**config.mk**
```make
export PLATFORM = sky130hd
export DESIGN_NAME = scratchpad_port_arbiter_flat
export DESIGN_NICKNAME = d
export VERILOG_FILES = /design/src/rtl/scratchpad_port_arbiter_if.sv /design/src/rtl/scratchpad_port_arbiter.sv /design/src/flat_wrapper.sv
export SDC_FILE = /design/constraint.sdc
export NUM_CORES = 1
export LEC_CHECK = 0
export ABC_CLOCK_PERIOD_IN_PS = 3700
export CORE_MARGIN = 4
export CORE_UTILIZATION = 57
export DETAILED_ROUTE_END_ITERATION = 8
export DONT_BUFFER_PORTS = 1
export GPL_TIMING_DRIVEN = 0
export MAX_ROUTING_LAYER = met4
export PLACE_DENSITY = 0.75
export SETUP_SLACK_MARGIN = 0.2
export SYNTH_ARGS = -nofsm -noshare
export SYNTH_HDL_FRONTEND = slang
export SYNTH_SLANG_ARGS = --single-unit
```
**constraint.sdc**
```tcl
create_clock -name clk -period 3.7 [get_ports clk]
set_clock_uncertainty 0.1 [all_clocks]
set_input_delay 0.37 -clock clk [delete_from_list [all_inputs] [get_ports clk]]
set_output_delay 0.37 -clock clk [all_outputs]
set_load 0.05 [all_outputs]
```
**src/rtl/scratchpad_port_arbiter_if.sv**
```systemverilog
// scratchpad_port_arbiter_if: requester, readback and RAM signals of the scratchpad port arbiter
interface scratchpad_port_arbiter_if #(
    parameter int ADDR_SIZE = 10,
    parameter int WORD_SIZE = 16
);
    logic                 res_valid;
    logic [ADDR_SIZE-1:0] res_addr;
    logic [WORD_SIZE-1:0] res_data;
    logic                 hw_valid;
    logic                 hw_ready;
    logic [ADDR_SIZE-1:0] hw_addr;
    logic [WORD_SIZE-1:0] hw_data;
    logic                 hr_valid;
    logic                 hr_ready;
    logic [ADDR_SIZE-1:0] hr_addr;
    logic                 hr_rvalid;
    logic [WORD_SIZE-1:0] hr_rdata;
    logic                 mem_en;
    logic                 mem_we;
    logic [ADDR_SIZE-1:0] mem_addr;
    logic [WORD_SIZE-1:0] mem_wdata;
    logic [WORD_SIZE-1:0] mem_rdata;
    logic [1:0]           gnt_src;
    logic                 idle;

    modport slave (
        input  res_valid, res_addr, res_data,
        input  hw_valid, hw_addr, hw_data,
        input  hr_valid, hr_addr, mem_rdata,
        output hw_ready, hr_ready, hr_rvalid, hr_rdata,
        output mem_en, mem_we, mem_addr, mem_wdata, gnt_src, idle
    );

    modport master (
        output res_valid, res_addr, res_data,
        output hw_valid, hw_addr, hw_data,
        output hr_valid, hr_addr, mem_rdata,
        input  hw_ready, hr_ready, hr_rvalid, hr_rdata,
        input  mem_en, mem_we, mem_addr, mem_wdata, gnt_src, idle
    );
endinterface

```
**src/rtl/scratchpad_port_arbiter.sv**
```systemverilog
// scratchpad_port_arbiter: shares a single-port scratchpad between result writeback, a buffered host write and a host read
module scratchpad_port_arbiter #(
    parameter int ADDR_SIZE   = 10,
    parameter int WORD_SIZE   = 16,
    parameter int WFIFO_DEPTH = 4
) (
    input logic clk,
    input logic rst_n,
    scratchpad_port_arbiter_if.slave bus
);
    localparam int PW = $clog2(WFIFO_DEPTH);

    typedef enum logic [1:0] {SRC_NONE, SRC_RES, SRC_HW, SRC_HR} src_e;

    logic [ADDR_SIZE-1:0] fifo_addr_q [WFIFO_DEPTH];
    logic [WORD_SIZE-1:0] fifo_data_q [WFIFO_DEPTH];
    logic [PW-1:0]        wr_ptr_q, rd_ptr_q;
    logic [PW:0]          cnt_q;
    logic                 rr_q, rr_d;
    logic                 rd_inflight_q, rvalid_q;
    logic                 mem_en_q, mem_we_q;
    logic [ADDR_SIZE-1:0] mem_addr_q, addr_d;
    logic [WORD_SIZE-1:0] mem_wdata_q, wdata_d;
    src_e                 gnt_q, src_d;
    logic                 full, empty, push, pop, hazard, rd_elig, contested;

    assign full      = cnt_q[PW];
    assign empty     = cnt_q == '0;
    assign push      = bus.hw_valid & ~full;
    assign pop       = src_d == SRC_HW;
    assign rd_elig   = bus.hr_valid & ~hazard & ~rd_inflight_q;
    assign contested = ~bus.res_valid & ~empty & rd_elig;

    // a read must not overtake a queued or just-arriving write to the same word
    always_comb begin
        hazard = push && bus.hw_addr == bus.hr_addr;
        for (int i = 0; i < WFIFO_DEPTH; i++)
            if ({1'b0, PW'(i) - rd_ptr_q} < cnt_q && fifo_addr_q[i] == bus.hr_addr) hazard = 1'b1;
    end

    // rr_q = 1 means the host read wins the next contested cycle
    assign src_d = bus.res_valid ? SRC_RES :
                   contested     ? (rr_q ? SRC_HR : SRC_HW) :
                   !empty        ? SRC_HW :
                   rd_elig       ? SRC_HR : SRC_NONE;
    assign rr_d  = contested ? ~rr_q : rr_q;

    assign addr_d  = src_d == SRC_RES ? bus.res_addr :
                     src_d == SRC_HW  ? fifo_addr_q[rd_ptr_q] : bus.hr_addr;
    assign wdata_d = src_d == SRC_RES ? bus.res_data : fifo_data_q[rd_ptr_q];

    always_ff @(posedge clk) begin
        if (push) begin
            fifo_addr_q[wr_ptr_q] <= bus.hw_addr;
            fifo_data_q[wr_ptr_q] <= bus.hw_data;
        end
    end

    always_ff @(posedge clk or negedge rst_n) begin
        if (!rst_n) begin
            wr_ptr_q      <= '0;
            rd_ptr_q      <= '0;
            cnt_q         <= '0;
            rr_q          <= 1'b0;
            rd_inflight_q <= 1'b0;
            rvalid_q      <= 1'b0;
            mem_en_q      <= 1'b0;
            mem_we_q      <= 1'b0;
            mem_addr_q    <= '0;
            mem_wdata_q   <= '0;
            gnt_q         <= SRC_NONE;
        end else begin
            wr_ptr_q      <= wr_ptr_q + PW'(push);
            rd_ptr_q      <= rd_ptr_q + PW'(pop);
            cnt_q         <= cnt_q + (PW+1)'(push) - (PW+1)'(pop);
            rr_q          <= rr_d;
            rd_inflight_q <= src_d == SRC_HR;
            rvalid_q      <= rd_inflight_q;
            mem_en_q      <= src_d != SRC_NONE;
            gnt_q         <= src_d;
            if (src_d != SRC_NONE) begin
                mem_we_q   <= src_d != SRC_HR;
                mem_addr_q <= addr_d;
            end
            if (src_d == SRC_RES || src_d == SRC_HW) mem_wdata_q <= wdata_d;
        end
    end

    assign bus.hw_ready  = ~full;
    assign bus.hr_ready  = src_d == SRC_HR;
    assign bus.hr_rvalid = rvalid_q;
    assign bus.hr_rdata  = rvalid_q ? bus.mem_rdata : '0;
    assign bus.mem_en    = mem_en_q;
    assign bus.mem_we    = mem_we_q;
    assign bus.mem_addr  = mem_addr_q;
    assign bus.mem_wdata = mem_wdata_q;
    assign bus.gnt_src   = gnt_q;
    assign bus.idle      = empty & ~rd_inflight_q & ~bus.res_valid;
endmodule

```
**src/flat_wrapper.sv**
```systemverilog
// flat-port wrapper written by rule: the top's interface ports become plain ports
module scratchpad_port_arbiter_flat 
#(
    parameter int ADDR_SIZE   = 10,
    parameter int WORD_SIZE   = 16,
    parameter int WFIFO_DEPTH = 4
)
  (clk, rst_n, bus_res_valid, bus_res_addr, bus_res_data, bus_hw_valid, bus_hw_addr, bus_hw_data, bus_hr_valid, bus_hr_addr, bus_mem_rdata, bus_hw_ready, bus_hr_ready, bus_hr_rvalid, bus_hr_rdata, bus_mem_en, bus_mem_we, bus_mem_addr, bus_mem_wdata, bus_gnt_src, bus_idle);
  scratchpad_port_arbiter_if #(.ADDR_SIZE(ADDR_SIZE), .WORD_SIZE(WORD_SIZE)) bus_i ();
  input logic clk;
  input logic rst_n;
  input wire logic [$bits(bus_i.res_valid)-1:0] bus_res_valid;
  input wire logic [$bits(bus_i.res_addr)-1:0] bus_res_addr;
  input wire logic [$bits(bus_i.res_data)-1:0] bus_res_data;
  input wire logic [$bits(bus_i.hw_valid)-1:0] bus_hw_valid;
  input wire logic [$bits(bus_i.hw_addr)-1:0] bus_hw_addr;
  input wire logic [$bits(bus_i.hw_data)-1:0] bus_hw_data;
  input wire logic [$bits(bus_i.hr_valid)-1:0] bus_hr_valid;
  input wire logic [$bits(bus_i.hr_addr)-1:0] bus_hr_addr;
  input wire logic [$bits(bus_i.mem_rdata)-1:0] bus_mem_rdata;
  output wire logic [$bits(bus_i.hw_ready)-1:0] bus_hw_ready;
  output wire logic [$bits(bus_i.hr_ready)-1:0] bus_hr_ready;
  output wire logic [$bits(bus_i.hr_rvalid)-1:0] bus_hr_rvalid;
  output wire logic [$bits(bus_i.hr_rdata)-1:0] bus_hr_rdata;
  output wire logic [$bits(bus_i.mem_en)-1:0] bus_mem_en;
  output wire logic [$bits(bus_i.mem_we)-1:0] bus_mem_we;
  output wire logic [$bits(bus_i.mem_addr)-1:0] bus_mem_addr;
  output wire logic [$bits(bus_i.mem_wdata)-1:0] bus_mem_wdata;
  output wire logic [$bits(bus_i.gnt_src)-1:0] bus_gnt_src;
  output wire logic [$bits(bus_i.idle)-1:0] bus_idle;
  assign bus_i.res_valid = bus_res_valid;
  assign bus_i.res_addr = bus_res_addr;
  assign bus_i.res_data = bus_res_data;
  assign bus_i.hw_valid = bus_hw_valid;
  assign bus_i.hw_addr = bus_hw_addr;
  assign bus_i.hw_data = bus_hw_data;
  assign bus_i.hr_valid = bus_hr_valid;
  assign bus_i.hr_addr = bus_hr_addr;
  assign bus_i.mem_rdata = bus_mem_rdata;
  assign bus_hw_ready = bus_i.hw_ready;
  assign bus_hr_ready = bus_i.hr_ready;
  assign bus_hr_rvalid = bus_i.hr_rvalid;
  assign bus_hr_rdata = bus_i.hr_rdata;
  assign bus_mem_en = bus_i.mem_en;
  assign bus_mem_we = bus_i.mem_we;
  assign bus_mem_addr = bus_i.mem_addr;
  assign bus_mem_wdata = bus_i.mem_wdata;
  assign bus_gnt_src = bus_i.gnt_src;
  assign bus_idle = bus_i.idle;
  scratchpad_port_arbiter #(.ADDR_SIZE(ADDR_SIZE), .WORD_SIZE(WORD_SIZE), .WFIFO_DEPTH(WFIFO_DEPTH)) u_core (.clk(clk), .rst_n(rst_n), .bus(bus_i));
endmodule
```
======== Word level (Yosys, flattened, before mapping) ========
Memory sizes are Yosys's and may differ from the RTL's.
Cells that the tools add are included.
storage, ports and cells
  register bits ........................... 40
  memory bits (writable) .................. 104
  input bits .............................. 83
  word-level logic and storage cells ...... 70
  memories ................................ 2
memories
  memory              words  width  rd ports  clocked after Yosys merged registers in  wr ports  RTL line                       text
  u_core.fifo_data_q  4      16     1         0                                        1         scratchpad_port_arbiter.sv:16  logic [WORD_SIZE-1:0] fifo_data_q [WFIFO_DEPTH];
  u_core.fifo_addr_q  4      10     5         0                                        1         scratchpad_port_arbiter.sv:15  logic [ADDR_SIZE-1:0] fifo_addr_q [WFIFO_DEPTH];
operators by class
  reductions and logical operators ........ 8
  mux-type cells .......................... 15
  eq/ne operators ......................... 9
  add/subtract/negate cells ............... 8
  magnitude comparators ................... 4
  bitwise operators ....................... 13
operators by type and width
  kind                 number
  $eq 10x10->1         5
  $mux 16              2
  $mux 10              2
  $lt 2x3->1           4
  $mux 2               4
  $and 1x1->1          7
  $mux 1               7
  $not 1->1            6
  $logic_and 1x1->1    5
  $add 2x1->2          2
  $eq 2x2->1 const B   2
  $sub 1x2->2 const A  2
  $sub 2x2->2 const A  2
  $add 3x1->3          1
  $logic_not 3->1      1
  $sub 3x1->3          1
  $eq 2x1->1 const B   1
  $ne 2x2->1 const B   1
  $reduce_bool 2->1    1
  $logic_or 1x1->1     1

======== Logic depth before layout (Yosys ltp) ========
  depth in word-level cells ............... 17
  gate-level depth with buffers ........... 18

======== Worst setup path after synthesis ========
Ideal clock, no wire load.
  kind .................................... register -> register
  start point ............................. reg u_core.rd_ptr_q[1]
  end point ............................... reg u_core.cnt_q[2]
  path buffers ............................ 2
  data required time ...................... 3.460 ns
  stages on the path, launching flop included .. 19
  arrival time ............................ 3.694 ns
  setup slack ............................. -0.234 ns
  clock period less this slack ............ 3.934 ns
  path through ............................ dfrtp_1 -> clkbuf_1 -> buf_2 -> xnor2_1 -> inv_1 -> ha_1 -> a21oi_1 -> o21ai_1 -> nor4_1 -> nor4_1 -> nand4b_1 -> o21ba_1 -> ha_1 -> ha_1 -> inv_1 -> ha_1 -> fa_1 -> xnor2_1 -> xnor2_1
on the way
  word-level cells in the longest chain between the ends .. 16
  elaborated cells on any way between the ends .. 26
  those cells by class .................... add/sub (5); order compare (4); eq/ne (1); mux (8); bitwise (4); reduce/logical (4)
RTL lines
  element                      RTL line                       text
  start: declaration           scratchpad_port_arbiter.sv:17  logic [PW-1:0] wr_ptr_q, rd_ptr_q;
  start signal: assignment     scratchpad_port_arbiter.sv:74  rd_ptr_q <= rd_ptr_q + PW'(pop);
  $sub 1x2->2                  scratchpad_port_arbiter.sv:38  if ({1'b0, PW'(i) - rd_ptr_q} < cnt_q && fifo_addr_q[i] == bus.hr_addr) hazard = 1'b1;
  $lt 2x3->1                   scratchpad_port_arbiter.sv:38
  $logic_and 1x1->1            scratchpad_port_arbiter.sv:38
  $mux 1 (3 in series)         scratchpad_port_arbiter.sv:38
  $mux 1 *                     scratchpad_port_arbiter.sv:38
  $not 1->1 *                  scratchpad_port_arbiter.sv:31  assign rd_elig = bus.hr_valid & ~hazard & ~rd_inflight_q;
  $and 1x1->1 * (2 in series)  scratchpad_port_arbiter.sv:31
  $mux 2                       scratchpad_port_arbiter.sv:45  rd_elig ? SRC_HR : SRC_NONE;
  $mux 2                       scratchpad_port_arbiter.sv:44  !empty ? SRC_HW :
  $mux 2 *                     scratchpad_port_arbiter.sv:43  contested ? (rr_q ? SRC_HR : SRC_HW) :
  $mux 2 *                     scratchpad_port_arbiter.sv:42  assign src_d = bus.res_valid ? SRC_RES :
  $eq 2x2->1 *                 scratchpad_port_arbiter.sv:30  assign pop = src_d == SRC_HW;
  $sub 3x1->3 *                scratchpad_port_arbiter.sv:75  cnt_q <= cnt_q + (PW+1)'(push) - (PW+1)'(pop);
  end signal: assignment       scratchpad_port_arbiter.sv:75
  end: declaration             scratchpad_port_arbiter.sv:18  logic [PW:0] cnt_q;
Every way passes the cells marked *; elsewhere a longest branch is shown, timed or not.
A chain may end at the register's enable or synchronous reset.

======== Worst setup path in the final report ========
  start point ............................. reg u_core.rd_ptr_q[0]
  end point ............................... reg u_core.cnt_q[2]
Same word-level chain as after synthesis.

==> summary.txt <==
Run status
  – Outcome: finished, violations left
  – Failing checks: setup timing

Finish
  – Share of cells above drive strength 1: 0.261
  – Final Core Density: 0.733
  – Layout fillers: 674
  – Final Non-Filler Cells: 657
  – N_diodes: 0
  – P&R area growth vs syn: 24.2%
  – Final net count: 600

CTS
  – Clock root buffer: clkbuf_16
  – Total CTS buffers: 17
  – CTS tree: done
  – Worst-path clk slew: ~70 ps
  – Clk buf depth: 2
  – H-tree levels: 4
  – CTS sink cnt: 144
  – Clock Latency Late Sink: between 400 and 500 ps

Drt
  – Wire length per cell: 23.3 um
  – Drc violations: 0
  – Initial DRT Pass Iterations: 5
  – WL final: 15300 um
  – Routed Antenna Nets: 0
  – Total number of vias: 3933
  – Initial drt markers: 335
  – Vias per inst: 5.99

Placed design
  – PortBufs: 0
  – # placed instances: 576
  – Dpl hpwl: 9690 um
  – Final GP Congestion: 0.838
  – Worst slack at placement: -968 ps

STA
  – Setup TNS: -532 ps
  – Slew Limit Fails: 0
  – Hold Vio Cnt, Final: 0
  – Worst-Margin Slew: approximately 1000 ps
  – Final worst path period share: 1.04
  – RSZ-0062 raised after global routing: yes
  – Setup violators final: 9
  – Setup slack after layout: -137 ps
  – Slew headroom: 0.307
  – Tmin final: 3840 ps
  – Maximum clock rate: 261 MHz

GRT
  – Largest net degree at the start of global routing: approximately 40
  – Met3 Usage GRT: 0.0600
  – Grt met1 use: 0.290
  – GR Util met2: 0.392
  – Global route total overflow: 0
  – Layer with the highest usage: met2
  – Number of global-route vias before repair: 4137
  – Antenna violations before repair: 0
  – First-pass GRT wire length: 22500 um
  – GRT Total Usage: 0.237

Logic synthesis
  – Syn. warnings: 0
  – Asr flop ratio synth: 0.278
  – Area of the mapped netlist: 6510 um^2
  – Syn nets: 530
  – Seq/Total Area, Yosys: 0.634
  – Mapped Avg Cell Area: 15.0 um^2
  – Post-synthesis cell type count: 34
  – Area share of the largest cell type after synthesis: 0.480
  – Most instantiated library cell after synthesis: edfxtp_1
  – Yosys top cell by area: edfxtp_1
  – Area contributors post-synth: edfxtp_1, dfrtp_1, mux4_2, xor2_1, mux2i_1
  – Post-synth EDFFs: roughly 100
  – Ys flop type: edfxtp_1
  – Top post-synthesis cells by count: edfxtp_1, dfrtp_1, xor2_1, nand2_1, o21ai_0
  – Number of synthesized register bits: ~140
  – Post-Syn Instances: roughly 430

Power
  – Final Power: 6.47 mW
  – Pleak: 2.94 nW
  – PD cells: about 800 nW/um^2
  – Maximum VDD drop: roughly 0.50 mV

Floorplanning
  – Starting Density: 0.590
  – Total core area: 11000 um^2
  – Die Wd: 115 um
  – # IOs: approximately 130
  – Die height: 115 um
  – Rows: 38
  – Die Area: 13200 um^2

Worst setup path
  – Worst flop-to-flop path startpoint: u_core.rd_ptr_q[0]
  – CP required: 3880 ps
  – Crit path from: u_core.rd_ptr_q[0]
  – Arr. time, crit path: approximately 4000 ps
  – Kind of start point of the critical path: register
  – Setup crit end: u_core.cnt_q[2]
  – Critical path type: register to register
  – Flop2flop setup slack: -140 ps
  – R2R depth: 18
  – CP max FO: 3
  – Reg2reg end: u_core.cnt_q[2]
  – Crit end category: register

Job
  – Max-Cap Viols: 0

Hold path
  – Min-Delay Path Class: primary input to register
cell families (layout without fill, tap and decap cells):
group | count (synthesis) | count (layout) | synth area share
XOR/XNOR | 56 | 56 | 0.0754
AND/OR/NAND/NOR | 85 | 85 | 0.0665
buffers and inverters | 35 | 118 | 0.0290
AO/OA/AOI/OAI | 49 | 49 | 0.0394
adder cells (fa/ha/maj) | 13 | 13 | 0.0261
multiplexers | 52 | 52 | 0.130
flip-flops | 144 | 144 | 0.634
timing repair:
item,in CTS,in global routing
setup endpoints to repair,34,31
pin swaps,10,20
hold endpoints to repair,145,0
cloned,1,1
setup buffers,14,4
gates resized for setup,42,36
hold buffers,29,0
stage by stage:
| stage | area (um^2) | hold slack (ps) |
|---|---|---|
| after detailed placement | 6760 | -24.6 |
| after global placement | 6720 | -24.7 |
| after CTS | 7930 | 54.5 |
| after global routing | 8090 | 40.9 |
| after floorplan | 6540 | -25.6 |
| final | 8090 | 47.3 |
worst min path at each step:
stage | startpoint | end | slack, ps | cells past startpoint
6_report | bus_res_data[8] | u_core.bus.mem_wdata[8] | 50 | 2
5_1_grt | bus_res_data[8] | u_core.bus.mem_wdata[8] | 40 | 2
4_1_cts | bus_res_addr[3] | u_core.bus.mem_addr[3] | 50 | 2
3_5_place_dp | rst_n | u_core.bus.mem_wdata[12] | -20 | 0
3_3_place_gp | rst_n | u_core.bus.mem_wdata[10] | -20 | 0
2_1_floorplan | rst_n | u_core.bus.gnt_src[0] | -30 | 0
flip-flops by register name, summed over array words and instances (netlist names):
register	cells
u_core.bus.gnt_src	2
u_core.bus.hr_rvalid	1
u_core.bus.mem_addr	10
u_core.bus.mem_en	1
u_core.bus.mem_wdata	16
u_core.bus.mem_we	1
u_core.cnt_q	3
u_core.fifo_addr_q	40
u_core.fifo_data_q	64
u_core.rd_inflight_q	1
u_core.rd_ptr_q	2
u_core.rr_q	1
u_core.wr_ptr_q	2
final cells by class:
cell class	count	area (um^2)	area share
flip-flops and latches	144	4120	0.510
plain buffers	27	269	0.0333
repair buffers	51	538	0.0665
clock inverters	15	143	0.0176
inverters	8	30.0	0.00371
multi-input cells	255	2380	0.295
well taps	140	175	0.0217
clock buffers	17	425	0.0526
layout by cell type, fill, tap and decap left out, drive strengths merged, types with 2 or more instances in the layout:
cell           n
a21oi         15
and2          16
buf           39
clkbuf        28
clkinv         4
dfrtp         40
dlygate4sd3   28
edfxtp       104
ha            12
inv           18
mux2i         26
mux4          26
nand2         30
nand4          6
nor2          13
nor3b          2
nor4          10
o21ai         31
xnor2         25
xor2          31
per-layer routing:
| layer | part of all wire | up-vias |
|---|---|---|
| li1 | - | 1741 |
| met1 | 0.39 | 1969 |
| met2 | 0.53 | 200 |
| met3 | 0.068 | 23 |
| met4 | 0.015 | 0 |
| met5 | 0 | - |
power by group:
part	leakage, nW	switching (mW)	internal, mW
sequential	1.42	0.727	2.10
clock	0.278	0.731	0.893
combinational	1.24	1.06	0.956
total	2.94	2.52	3.95
critical path: stages, from the launching register on:
cell and delay [ps]:
dfrtp_1 430, buf_12 150, buf_12 120, xnor2_4 120
ha_1 290, a21oi_2 50, o21ai_1 210, nor4_2 60
nor4_2 270, buf_4 170, nand4b_1 190, o21ba_4 270
ha_4 180, ha_4 250, inv_2 40, ha_4 150
fa_2 360, xnor2_2 150, xnor2_1 130
Note: power is estimated with default switching activity, not from simulation.
